**src/rtl/instr_fetch_unit_if.sv**
```systemverilog
// rtl/instr_fetch_unit_if.sv - control/BRAM-facing signal bundle of the instruction fetch unit
// master drives strobes and BRAM read data; slave is the fetch unit itself.
interface instr_fetch_unit_if #(
  parameter int ADDR_W = 16,
  parameter int DATA_W = 16
);
  logic              IR_enable;
  logic              PC_enable;
  logic              pc_load;
  logic [ADDR_W-1:0] pc_load_val;
  logic [ADDR_W-1:0] mem_addr;
  logic              mem_rd_en;
  logic [DATA_W-1:0] mem_rdata;
  logic [ADDR_W-1:0] pc;
  logic [DATA_W-1:0] ir;
  logic              fetch_busy;
  logic              fetch_done;
  logic              fetch_overrun;

  modport master (
    output IR_enable, PC_enable, pc_load, pc_load_val, mem_rdata,
    input  mem_addr, mem_rd_en, pc, ir, fetch_busy, fetch_done, fetch_overrun
  );

  modport slave (
    input  IR_enable, PC_enable, pc_load, pc_load_val, mem_rdata,
    output mem_addr, mem_rd_en, pc, ir, fetch_busy, fetch_done, fetch_overrun
  );
endinterface

```
**src/rtl/instr_fetch_unit.sv**
```systemverilog
// rtl/instr_fetch_unit.sv - PC register, BRAM instruction read sequencer and instruction register
// Optional FETCH_OVERRUN_EN: sticky flag for fetch requests dropped while busy.
module instr_fetch_unit #(
  parameter int                ADDR_W   = 16,
  parameter int                DATA_W   = 16,
  parameter int                BRAM_LAT = 1,
  parameter logic [ADDR_W-1:0] RESET_PC = '0
) (
  input  logic               clk,
  input  logic               reset,
  instr_fetch_unit_if.slave  bus
);

  typedef enum logic [1:0] {
    S_IDLE,
    S_REQ,
    S_WAIT,
    S_CAPTURE
  } state_t;

  state_t            state_q, state_n;
  logic [1:0]        cnt_q, cnt_n;
  logic [ADDR_W-1:0] addr_q, addr_n;
  logic [DATA_W-1:0] ir_q, ir_n;
  logic              rd_en_q, rd_en_n;
  logic              busy_q, busy_n;
  logic              done_q, done_n;
  logic [ADDR_W-1:0] pc_q;
  logic              ir_prev_q, pc_prev_q;
  logic              ir_rise, pc_rise;

  // Control strobes are levels; only the low-to-high transition means anything.
  assign ir_rise = bus.IR_enable & ~ir_prev_q;
  assign pc_rise = bus.PC_enable & ~pc_prev_q;

  always_ff @(posedge clk) begin
    if (reset) begin
      ir_prev_q <= 1'b0;
      pc_prev_q <= 1'b0;
    end else begin
      ir_prev_q <= bus.IR_enable;
      pc_prev_q <= bus.PC_enable;
    end
  end

  always_ff @(posedge clk) begin
    if (reset) begin
      state_q <= S_IDLE;
      cnt_q   <= 2'd0;
      addr_q  <= '0;
      ir_q    <= '0;
      rd_en_q <= 1'b0;
      busy_q  <= 1'b0;
      done_q  <= 1'b0;
    end else begin
      state_q <= state_n;
      cnt_q   <= cnt_n;
      addr_q  <= addr_n;
      ir_q    <= ir_n;
      rd_en_q <= rd_en_n;
      busy_q  <= busy_n;
      done_q  <= done_n;
    end
  end

  always_comb begin
    state_n = state_q;
    cnt_n   = cnt_q;
    addr_n  = addr_q;
    ir_n    = ir_q;
    rd_en_n = 1'b0;
    busy_n  = busy_q;
    done_n  = 1'b0;
    case (state_q)
      S_IDLE: begin
        // Address is taken from the pre-update pc, so a same-edge branch does not redirect this fetch.
        if (ir_rise) begin
          addr_n  = pc_q;
          rd_en_n = 1'b1;
          busy_n  = 1'b1;
          state_n = S_REQ;
        end
      end
      S_REQ: begin
        cnt_n   = 2'(BRAM_LAT - 1);
        state_n = S_WAIT;
      end
      S_WAIT: begin
        if (cnt_q == 2'd0) begin
          state_n = S_CAPTURE;
        end else begin
          cnt_n = cnt_q - 2'd1;
        end
      end
      S_CAPTURE: begin
        ir_n    = bus.mem_rdata;
        done_n  = 1'b1;
        busy_n  = 1'b0;
        state_n = S_IDLE;
      end
      default: state_n = S_IDLE;
    endcase
  end

  // PC runs independently of the fetch sequencer; a branch load beats an advance.
  always_ff @(posedge clk) begin
    if (reset) begin
      pc_q <= RESET_PC;
    end else if (bus.pc_load) begin
      pc_q <= bus.pc_load_val;
    end else if (pc_rise) begin
      pc_q <= pc_q + 1'b1;
    end
  end

`ifdef FETCH_OVERRUN_EN
  logic overrun_q;

  always_ff @(posedge clk) begin
    if (reset) begin
      overrun_q <= 1'b0;
    end else if (ir_rise && busy_q) begin
      overrun_q <= 1'b1;
    end
  end

  assign bus.fetch_overrun = overrun_q;
`else
  assign bus.fetch_overrun = 1'b0;
`endif

  assign bus.mem_addr   = addr_q;
  assign bus.mem_rd_en  = rd_en_q;
  assign bus.pc         = pc_q;
  assign bus.ir         = ir_q;
  assign bus.fetch_busy = busy_q;
  assign bus.fetch_done = done_q;

endmodule

```
**src/flat_wrapper.sv**
```systemverilog
// flat-port wrapper written by rule: the top's interface ports become plain ports
module instr_fetch_unit_flat 
#(
  parameter int                ADDR_W   = 16,
  parameter int                DATA_W   = 16,
  parameter int                BRAM_LAT = 1,
  parameter logic [ADDR_W-1:0] RESET_PC = '0
)
  (clk, reset, bus_IR_enable, bus_PC_enable, bus_pc_load, bus_pc_load_val, bus_mem_rdata, bus_mem_addr, bus_mem_rd_en, bus_pc, bus_ir, bus_fetch_busy, bus_fetch_done, bus_fetch_overrun);
  instr_fetch_unit_if #(.ADDR_W(ADDR_W), .DATA_W(DATA_W)) bus_i ();
  input  logic clk;
  input  logic reset;
  input wire logic [$bits(bus_i.IR_enable)-1:0] bus_IR_enable;
  input wire logic [$bits(bus_i.PC_enable)-1:0] bus_PC_enable;
  input wire logic [$bits(bus_i.pc_load)-1:0] bus_pc_load;
  input wire logic [$bits(bus_i.pc_load_val)-1:0] bus_pc_load_val;
  input wire logic [$bits(bus_i.mem_rdata)-1:0] bus_mem_rdata;
  output wire logic [$bits(bus_i.mem_addr)-1:0] bus_mem_addr;
  output wire logic [$bits(bus_i.mem_rd_en)-1:0] bus_mem_rd_en;
  output wire logic [$bits(bus_i.pc)-1:0] bus_pc;
  output wire logic [$bits(bus_i.ir)-1:0] bus_ir;
  output wire logic [$bits(bus_i.fetch_busy)-1:0] bus_fetch_busy;
  output wire logic [$bits(bus_i.fetch_done)-1:0] bus_fetch_done;
  output wire logic [$bits(bus_i.fetch_overrun)-1:0] bus_fetch_overrun;
  assign bus_i.IR_enable = bus_IR_enable;
  assign bus_i.PC_enable = bus_PC_enable;
  assign bus_i.pc_load = bus_pc_load;
  assign bus_i.pc_load_val = bus_pc_load_val;
  assign bus_i.mem_rdata = bus_mem_rdata;
  assign bus_mem_addr = bus_i.mem_addr;
  assign bus_mem_rd_en = bus_i.mem_rd_en;
  assign bus_pc = bus_i.pc;
  assign bus_ir = bus_i.ir;
  assign bus_fetch_busy = bus_i.fetch_busy;
  assign bus_fetch_done = bus_i.fetch_done;
  assign bus_fetch_overrun = bus_i.fetch_overrun;
  instr_fetch_unit #(.ADDR_W(ADDR_W), .DATA_W(DATA_W), .BRAM_LAT(BRAM_LAT), .RESET_PC(RESET_PC)) u_core (.clk(clk), .reset(reset), .bus(bus_i));
endmodule
```
**config.mk**
```make
export PLATFORM = sky130hd
export DESIGN_NAME = instr_fetch_unit_flat
export DESIGN_NICKNAME = d
export VERILOG_FILES = /design/src/rtl/instr_fetch_unit_if.sv /design/src/rtl/instr_fetch_unit.sv /design/src/flat_wrapper.sv
export SDC_FILE = /design/constraint.sdc
export NUM_CORES = 1
export LEC_CHECK = 0
export BUFFER_PORTS_ARGS = -buffer_cell sky130_fd_sc_hd__clkbuf_2
export CELL_PAD_IN_SITES_DETAIL_PLACEMENT = 2
export CELL_PAD_IN_SITES_GLOBAL_PLACEMENT = 2
export CORE_UTILIZATION = 29
export CTS_BUF_LIST = sky130_fd_sc_hd__clkbuf_8
export DETAILED_ROUTE_END_ITERATION = 12
export PLACE_DENSITY = 0.82
export SETUP_SLACK_MARGIN = 0.4
export SYNTH_ARGS = -nofsm -noshare
export SYNTH_HDL_FRONTEND = slang
export SYNTH_SLANG_ARGS = --single-unit
```
**constraint.sdc**
```tcl
create_clock -name clk -period 2.2 [get_ports clk]
set_input_delay 0.11 -clock clk [delete_from_list [all_inputs] [get_ports clk]]
set_output_delay 0.11 -clock clk [all_outputs]
set_load 0.02 [all_outputs]
```
### Yosys cells after proc, flatten, opt, wreduce, memory -nomap -nowiden

Cells that the tools add are included.

| word-level totals | value |
|---|---|
| input bits | 37 |
| logic and storage cells | 44 |
| output and inout bits | 52 |
| register bits after elaboration | 57 |

| cells by class | value |
|---|---|
| reduce and logical (&&, ||, !) cells | 10 |
| add/subtract/negate cells | 2 |
| eq/ne operators | 6 |
| bitwise gates (word level) | 5 |
| mux-type cells | 11 |

Operator list:

| cell | count |
|---|---|
| $mux W16 | 2 |
| $add A16 B1 Y16 const B | 1 |
| $pmux W2 S4 | 1 |
| $reduce_and A2 Y1 | 4 |
| $mux W2 | 3 |
| $reduce_bool A2 Y1 | 3 |
| $eq A2 B2 Y1 const B | 2 |
| $logic_not A2 Y1 | 2 |
| $ne A2 B1 Y1 const B | 2 |
| $pmux W2 S2 | 1 |
| $mux W1 | 3 |
| $not A1 Y1 | 3 |
| $and A1 B1 Y1 | 2 |
| $eq A2 B1 Y1 const B | 1 |
| $ne A2 B2 Y1 const B | 1 |
| $pmux W1 S2 | 1 |
| $reduce_or A2 Y1 | 1 |
| $sub A2 B1 Y2 const B | 1 |

### Logic depth before layout (Yosys ltp)

Gate-level depths: netlist (run 1).

| logic depth | value |
|---|---|
| depth in word-level cells | 4 |
| gate-level depth with buffers | 8 |
| mapped depth without buffers | 6 |

### Worst setup path before layout (run 1)

OpenSTA, ideal clock, no wires.

| path | value |
|---|---|
| path type | register to register |
| start | register u_core.pc_q[0] (netlist: u_core.bus.pc[0]) |
| end | register u_core.pc_q[14] (netlist: u_core.bus.pc[14]) |
| cell stages (with the launch flop) | 6 |
| path buffers | 0 |
| clock period less this slack | 1.967 ns |
| data required time | 2.109 ns |
| setup slack | 0.233 ns |
| setup time | 0.091 ns |
| data arrival time | 1.876 ns |
| cell sequence | dfxtp_1 ha_1 nand4b_1 or3_4 or4_1 a311oi_1 |

| between the ends | value |
|---|---|
| longest elaborated chain between the ends | 3 |

RTL lines:

| element | RTL line | text |
|---|---|---|
| from (decl) | instr_fetch_unit.sv:28 | `logic [ADDR_W-1:0] pc_q;` |
| from (signal assigned) | instr_fetch_unit.sv:110 | `pc_q <= bus.pc_load_val;` |
| from (signal assigned) | instr_fetch_unit.sv:112 | `pc_q <= pc_q + 1'b1;` |
| $add A16 B1 Y16 | instr_fetch_unit.sv:112 |  |
| $mux W16 | instr_fetch_unit.sv:111 | `end else if (pc_rise) begin` |
| $mux W16 | instr_fetch_unit.sv:109 | `end else if (bus.pc_load) begin` |

No other way between the ends. The select of a mux whose other input is x is not followed.
A chain may end at the register's enable or synchronous reset.

### Worst setup path in the final report (run 1)

Ends and elaborated chain as after synthesis.

==> out/qor.csv, run 1 <==
metric;value;unit
worstPathArrival;2.11;ns
skew;0.00678;ns
synth-simple-area-share;22.7;%
p_sw;987;uW
cp_cell_sequence;ha_4 > nand4b_1 > or3_4 > or4_4 > a311oi_2;
slowest_stage;or4_4;
slew_headroom;66.5;%
post-place-ws;0.347;ns
clk_pin_slew_worst_paths;0.07;ns
ys.flop_type;dfxtp_1;
grt_setup_unrepaired;true;
drt_iter0_markers;76;
mostFrequentLayoutCells;clkbuf_2, dfxtp_1, nand2_1, nor2_1, a21oi_1;
die_area;8740;um^2
worstMarginPinSlew;0.499;ns
setup_slack;0.331;ns
clock-sinks;57;
async_reset_ff_share;0;%
avgSynthCellArea;8.79;um^2
pwr-share-clk;32.2;%
gp_congestion;0.801;
drc;0;
clk_path_buf_depth;2;
grt_antenna_before_repair;0;
wirelength;7.64;mm
cp_num_buf_inv;0;
p_int;1950;uW
synth_top_family_by_area;simple AND/OR/NAND/NOR gates;
synth_nets;320;
setup_violations;0;
placed_cells;458;
yosysTopAreaCellShare;47.0;%
crit_required;2.45;ns
yosys-top-cells-area;dfxtp_1, mux2i_1, nand2_1;
synth_cells;276;
cts_tree;done;
port_buffers;87;
holdWs;0.0153;ns
cp_slowest_stage_delay;0.48;ns
final_util;40.3;%
diodes;0;
ys_seq_elements;57;
post_drt_wl_per_cell;15.8;um
layout_commonest_cell;clkbuf_2;
die_h;93.5;um
tns;0;ns
vias;2354;
fin_nets;418;
syn_area;2430;um^2
grt_pass1_wl;11.9;mm
min_path_cells;3;
fill_cells;953;
cp_top_family;simple AND/OR/NAND/NOR gates;
synthMuxAreaShare;7.89;%
leakage;0.00138;uW
ios;89;
pwr-share-seq;42.3;%
synth_cell_types;38;
drive_gt1_share;33.2;%
ant_nets;0;
yosysTopAreaCell;dfxtp_1;
switching_share;33.6;%
cp-start-kind;flop;
ys_seq_area_share;47.0;%
post_synth_xor_area_fraction;3.61;%
initial_core_util;29.7;%
grt_max_degree;26;
end_kind;flop;
cp_max_fo;5;
dpl.hpwl;5.48;mm
synth-compound-area-share;10.2;%
path_class;reg -> reg;
path_depth;5;
worstRegToRegCells;5;
synth_edf_count;0;
fp.dieW;93.5;um
maxCapViolCount;0;
status;finished clean;
peakVddDrop;0.356;mV
synth_adder_area_share;3.61;%
hp-class;in -> reg;
fin_crit_sh;85.0;%
max_freq;0.535;GHz
yosysWarnings;0;
grt_overflow_total;0;
share_comb_of_total_power;25.5;%
clock_latency;0.34;ns
drt_first_pass_iters;6;
fin_cells;484;
grt_usage;18.0;%
core-area;8180;um^2
clockRootBuffer;clkbuf_8;
area_growth;35.6;%
rows;33;
period_minus_slack;1.87;ns
maxSlewViolCount;0;
final_hold_viol_count;0;
cts_max_level;3;
cts-buffers-inserted;9;
grt_pass1_vias;2455;
via_per_inst;4.86;
power_density;891;nW/um^2
==> synthesized netlist by cell type (all sizes together) (4+ instances only) <==
master  instances
a211oi         10
a21oi          23
clkbuf         14
dfxtp          57
ha              7
inv             8
mux2i          18
nand2          45
nand4           5
nor2           38
nor2b           6
nor3            4
nor4            5
xnor2           6
xor2            4
==> final cells by class <==
type	instances	area (um^2)	share of cell area, %
clock buffers	13	179	5.44
clock inverters	3	13.8	0.418
inverters	9	33.8	1.03
multi-input cells	194	1200	36.6
flip-flops and latches	57	1150	35.1
well taps	105	131	3.99
repair buffers	103	576	17.5
==> cell families (layout without fill, tap and decap cells) <==
| family | count (synthesis) | count (layout) |
|---|---|---|
| compound gates | 40 | 40 |
| xor+xnor | 10 | 10 |
| fa+ha+maj | 7 | 7 |
| buf+inv | 25 | 128 |
| flops | 57 | 57 |
| mux | 19 | 19 |
| other cells | 1 | 1 |
| simple gates | 117 | 117 |
==> path summary, 6_finish.rpt <==
kind                                                     startpoint                                   to  slack [ns]
worst max-delay path                  u_core.bus.pc[0]$_SDFFE_PP0P_       u_core.bus.pc[14]$_SDFFE_PP0P_        0.33
worst min-delay path                               bus_mem_rdata[9]        u_core.bus.ir[9]$_SDFFE_PP0P_        0.02
worst max register to register        u_core.bus.pc[0]$_SDFFE_PP0P_       u_core.bus.pc[14]$_SDFFE_PP0P_        0.33
worst min register to register  u_core.bus.mem_addr[4]$_SDFFE_PP0P_  u_core.bus.mem_addr[4]$_SDFFE_PP0P_        0.46
==> stage by stage <==
step	power, uW	instance area [um^2]
after floorplan	1740	2450
after global placement	1960	2980
after detailed placement	2000	2980
after CTS	2980	3270
after global routing	3100	3290
final	2930	3290
==> power by group through the flow <==
stage	sequential, uW	clock, uW	combinational (uW)
3_3_place_gp	1250	0	706
3_5_place_dp	1260	0	740
5_1_grt	1260	1020	823
4_1_cts	1240	982	761
6_report	1240	945	748
2_1_floorplan	1350	0	390
==> state kept, by name, summed over array words and instances (netlist names), 2 cells and up <==
register             flops
u_core.bus.ir           16
u_core.bus.mem_addr     16
u_core.bus.pc           16
u_core.cnt_q             2
u_core.state_q           2
==> timing repair <==
item,in CTS,in global routing
hold endpoints to repair,8,0
pin swaps,1,0
hold buffers,8,0
setup endpoints to repair,5,4
gates resized for setup,1,3
setup buffers,1,1
==> worst reg2reg max path: cells and delay by family (launching register included) <==
family	cells	cell delay, ns
flops	1	0.38
compound gates	1	0.23
fa+ha+maj	1	0.14
simple gates	3	1.02
==> layer usage <==
| layer | up-vias | track usage (%) | routed length (um) |
|---|---|---|---|
| met2 | 76 | 32.8 | 3920 |
| li1 | 1126 | - | - |
| met4 | 0 | 4.23 | 65 |
| met3 | 7 | 6.26 | 464 |
| met5 | - | 0 | 0 |
| met1 | 1145 | 20.1 | 3190 |
Power figures use the tool's default switching activity.
==> run 2, diff against run 1 <==
==> constraint.sdc (replaced) <==
create_clock -name clk -period 2 [get_ports clk]
set_input_delay 0.1 -clock clk [delete_from_list [all_inputs] [get_ports clk]]
set_output_delay 0.1 -clock clk [all_outputs]
set_load 0.02 [all_outputs]
==> run 2 against run 1 <==
Clock-buffer cell count down 2. Final area up 6.3%. First-iteration DRC count down 18%. Final cell count up 2.9%. Combinational power up 17%. Power up 20%. Core utilization up 2.6 points. Hold slack worse by 0.0063 ns. Die area unchanged. Critical path depth unchanged. Sequential power up 10%. Highest routed layer unchanged.
==> out/qor.csv, run 2 (synthesized netlist as in run 1, its figures left out) <==
metric;value;unit
status;finished clean;
port_buffers;87;
grt_pass1_vias;2605;
hp-start;bus_pc_load_val[11];
fp.dieW;93.5;um
leakage;0.00146;uW
clk_pin_slew_worst_paths;0.07;ns
cp-start-kind;flop;
die_area;8740;um^2
hp-class;in -> reg;
cp_max_fo;3;
tns;0;ns
grt_setup_unrepaired;true;
end_kind;flop;
via_per_inst;4.83;
setup_violations;0;
vias;2405;
drive_gt1_share;36.1;%
grt_use_met1;21.3;%
fin_crit_sh;90.3;%
cts_tree;done;
power_density;1000;nW/um^2
path_class;reg -> reg;
ant_nets;0;
layout_commonest_cell;clkbuf_2;
drc;0;
maxSlewViolCount;0;
grt_max_degree;26;
die_h;93.5;um
grt_antenna_before_repair;0;
clk_path_buf_depth;2;
fin_nets;432;
clock-sinks;57;
post_drt_wl_per_cell;16.5;um
clock_latency;0.35;ns
peakVddDrop;0.377;mV
setup_slack;0.194;ns
drt_iter0_markers;62;
busiest_layer;met2;
clockRootBuffer;clkbuf_8;
final_hold_viol_count;0;
area_growth;44.2;%
maxCapViolCount;0;
dpl.hpwl;5.43;mm
cts_max_level;3;
skew;0.00547;ns
wirelength;8.22;mm
diodes;0;
max_freq;0.554;GHz
startpoint;u_core.bus.pc[0]$_SDFFE_PP0P_;
r2r_start;u_core.bus.pc[0]$_SDFFE_PP0P_;
cts-buffers-inserted;9;
gp_congestion;0.786;
worstPathArrival;2.07;ns
core-area;8180;um^2
mostFrequentLayoutCells;clkbuf_2, nand2_1, dfxtp_1, nor2_1, a21oi_1;
ios;89;
grt_pass1_wl;12.7;mm
grt_usage;19.1;%
grt.met2_usage;35.2;%
initial_core_util;29.7;%
drt_first_pass_iters;4;
grt_overflow_total;0;
rows;33;
post-place-ws;0.194;ns
crit_required;2.26;ns
period_minus_slack;1.81;ns
met3_usage;5.77;%
[run 2: final timing paths]
path / to / slack [ns] / cells past startpoint
worst max-delay path: u_core.bus.pc[14]$_SDFFE_PP0P_ / 0.19 / 5
worst min-delay path: u_core.bus.pc[11]$_SDFFE_PP0P_ / 0.009 / 3
worst max register to register: u_core.bus.pc[14]$_SDFFE_PP0P_ / 0.19 / 5
worst min register to register: u_core.bus.mem_addr[11]$_SDFFE_PP0P_ / 0.46 / 2
[run 2: area by class of cell]
class / instances / area [um^2]
well taps: 105 / 131
inverters: 9 / 33.8
repair buffers: 117 / 719
clock inverters: 5 / 77.6
fillers: 914 / 4680
clock buffers: 11 / 151
flip-flops and latches: 57 / 1170
multi-input cells: 194 / 1220
[run 2: stage by stage]
stage / utilization, % / cell area [um^2] / total power, uW / hold WS [ns] / instances
detailed placement: 36.6 / 3000 / 2210 / 0.348 / 458
CTS: 41.9 / 3420 / 3520 / 0.000451 / 494
finish: 42.8 / 3500 / 3510 / 0.00896 / 498
global placement: 36.6 / 3000 / 2170 / 0.331 / 458
global route: 42.8 / 3500 / 3690 / 0.00620 / 498
floorplan: - / 2460 / 1910 / 0.228 / 276
[run 2: metal layers]
metal,part of all wire (%),wire [um],vias up
met5,0,0,-
met4,1.2,95,0
met2,52,4250,69
met1,42,3470,1170
met3,4.9,401,9
li1,-,-,1157
[run 2: power by group]
part / internal, uW / switching [uW]
Clock: 765 / 498
Sequential: 1260 / 108
Combinational: 345 / 531
Total: 2370 / 1140
[run 2: worst max-delay path: stages, from the launching register on]
cell and delay [ns]:
dfxtp_4 0.36, ha_4 0.14, nand4b_1 0.15, or3_4 0.38, or4_1 0.47, a311oi_1 0.20
[run 2: timing repair]
action,CTS,global route
endpoints found under the setup margin,4,27
gates resized for setup,2,16
cloned,0,0
endpoints found under the hold margin,17,0
setup buffers,3,4
hold buffers,17,0
pin swaps,0,3
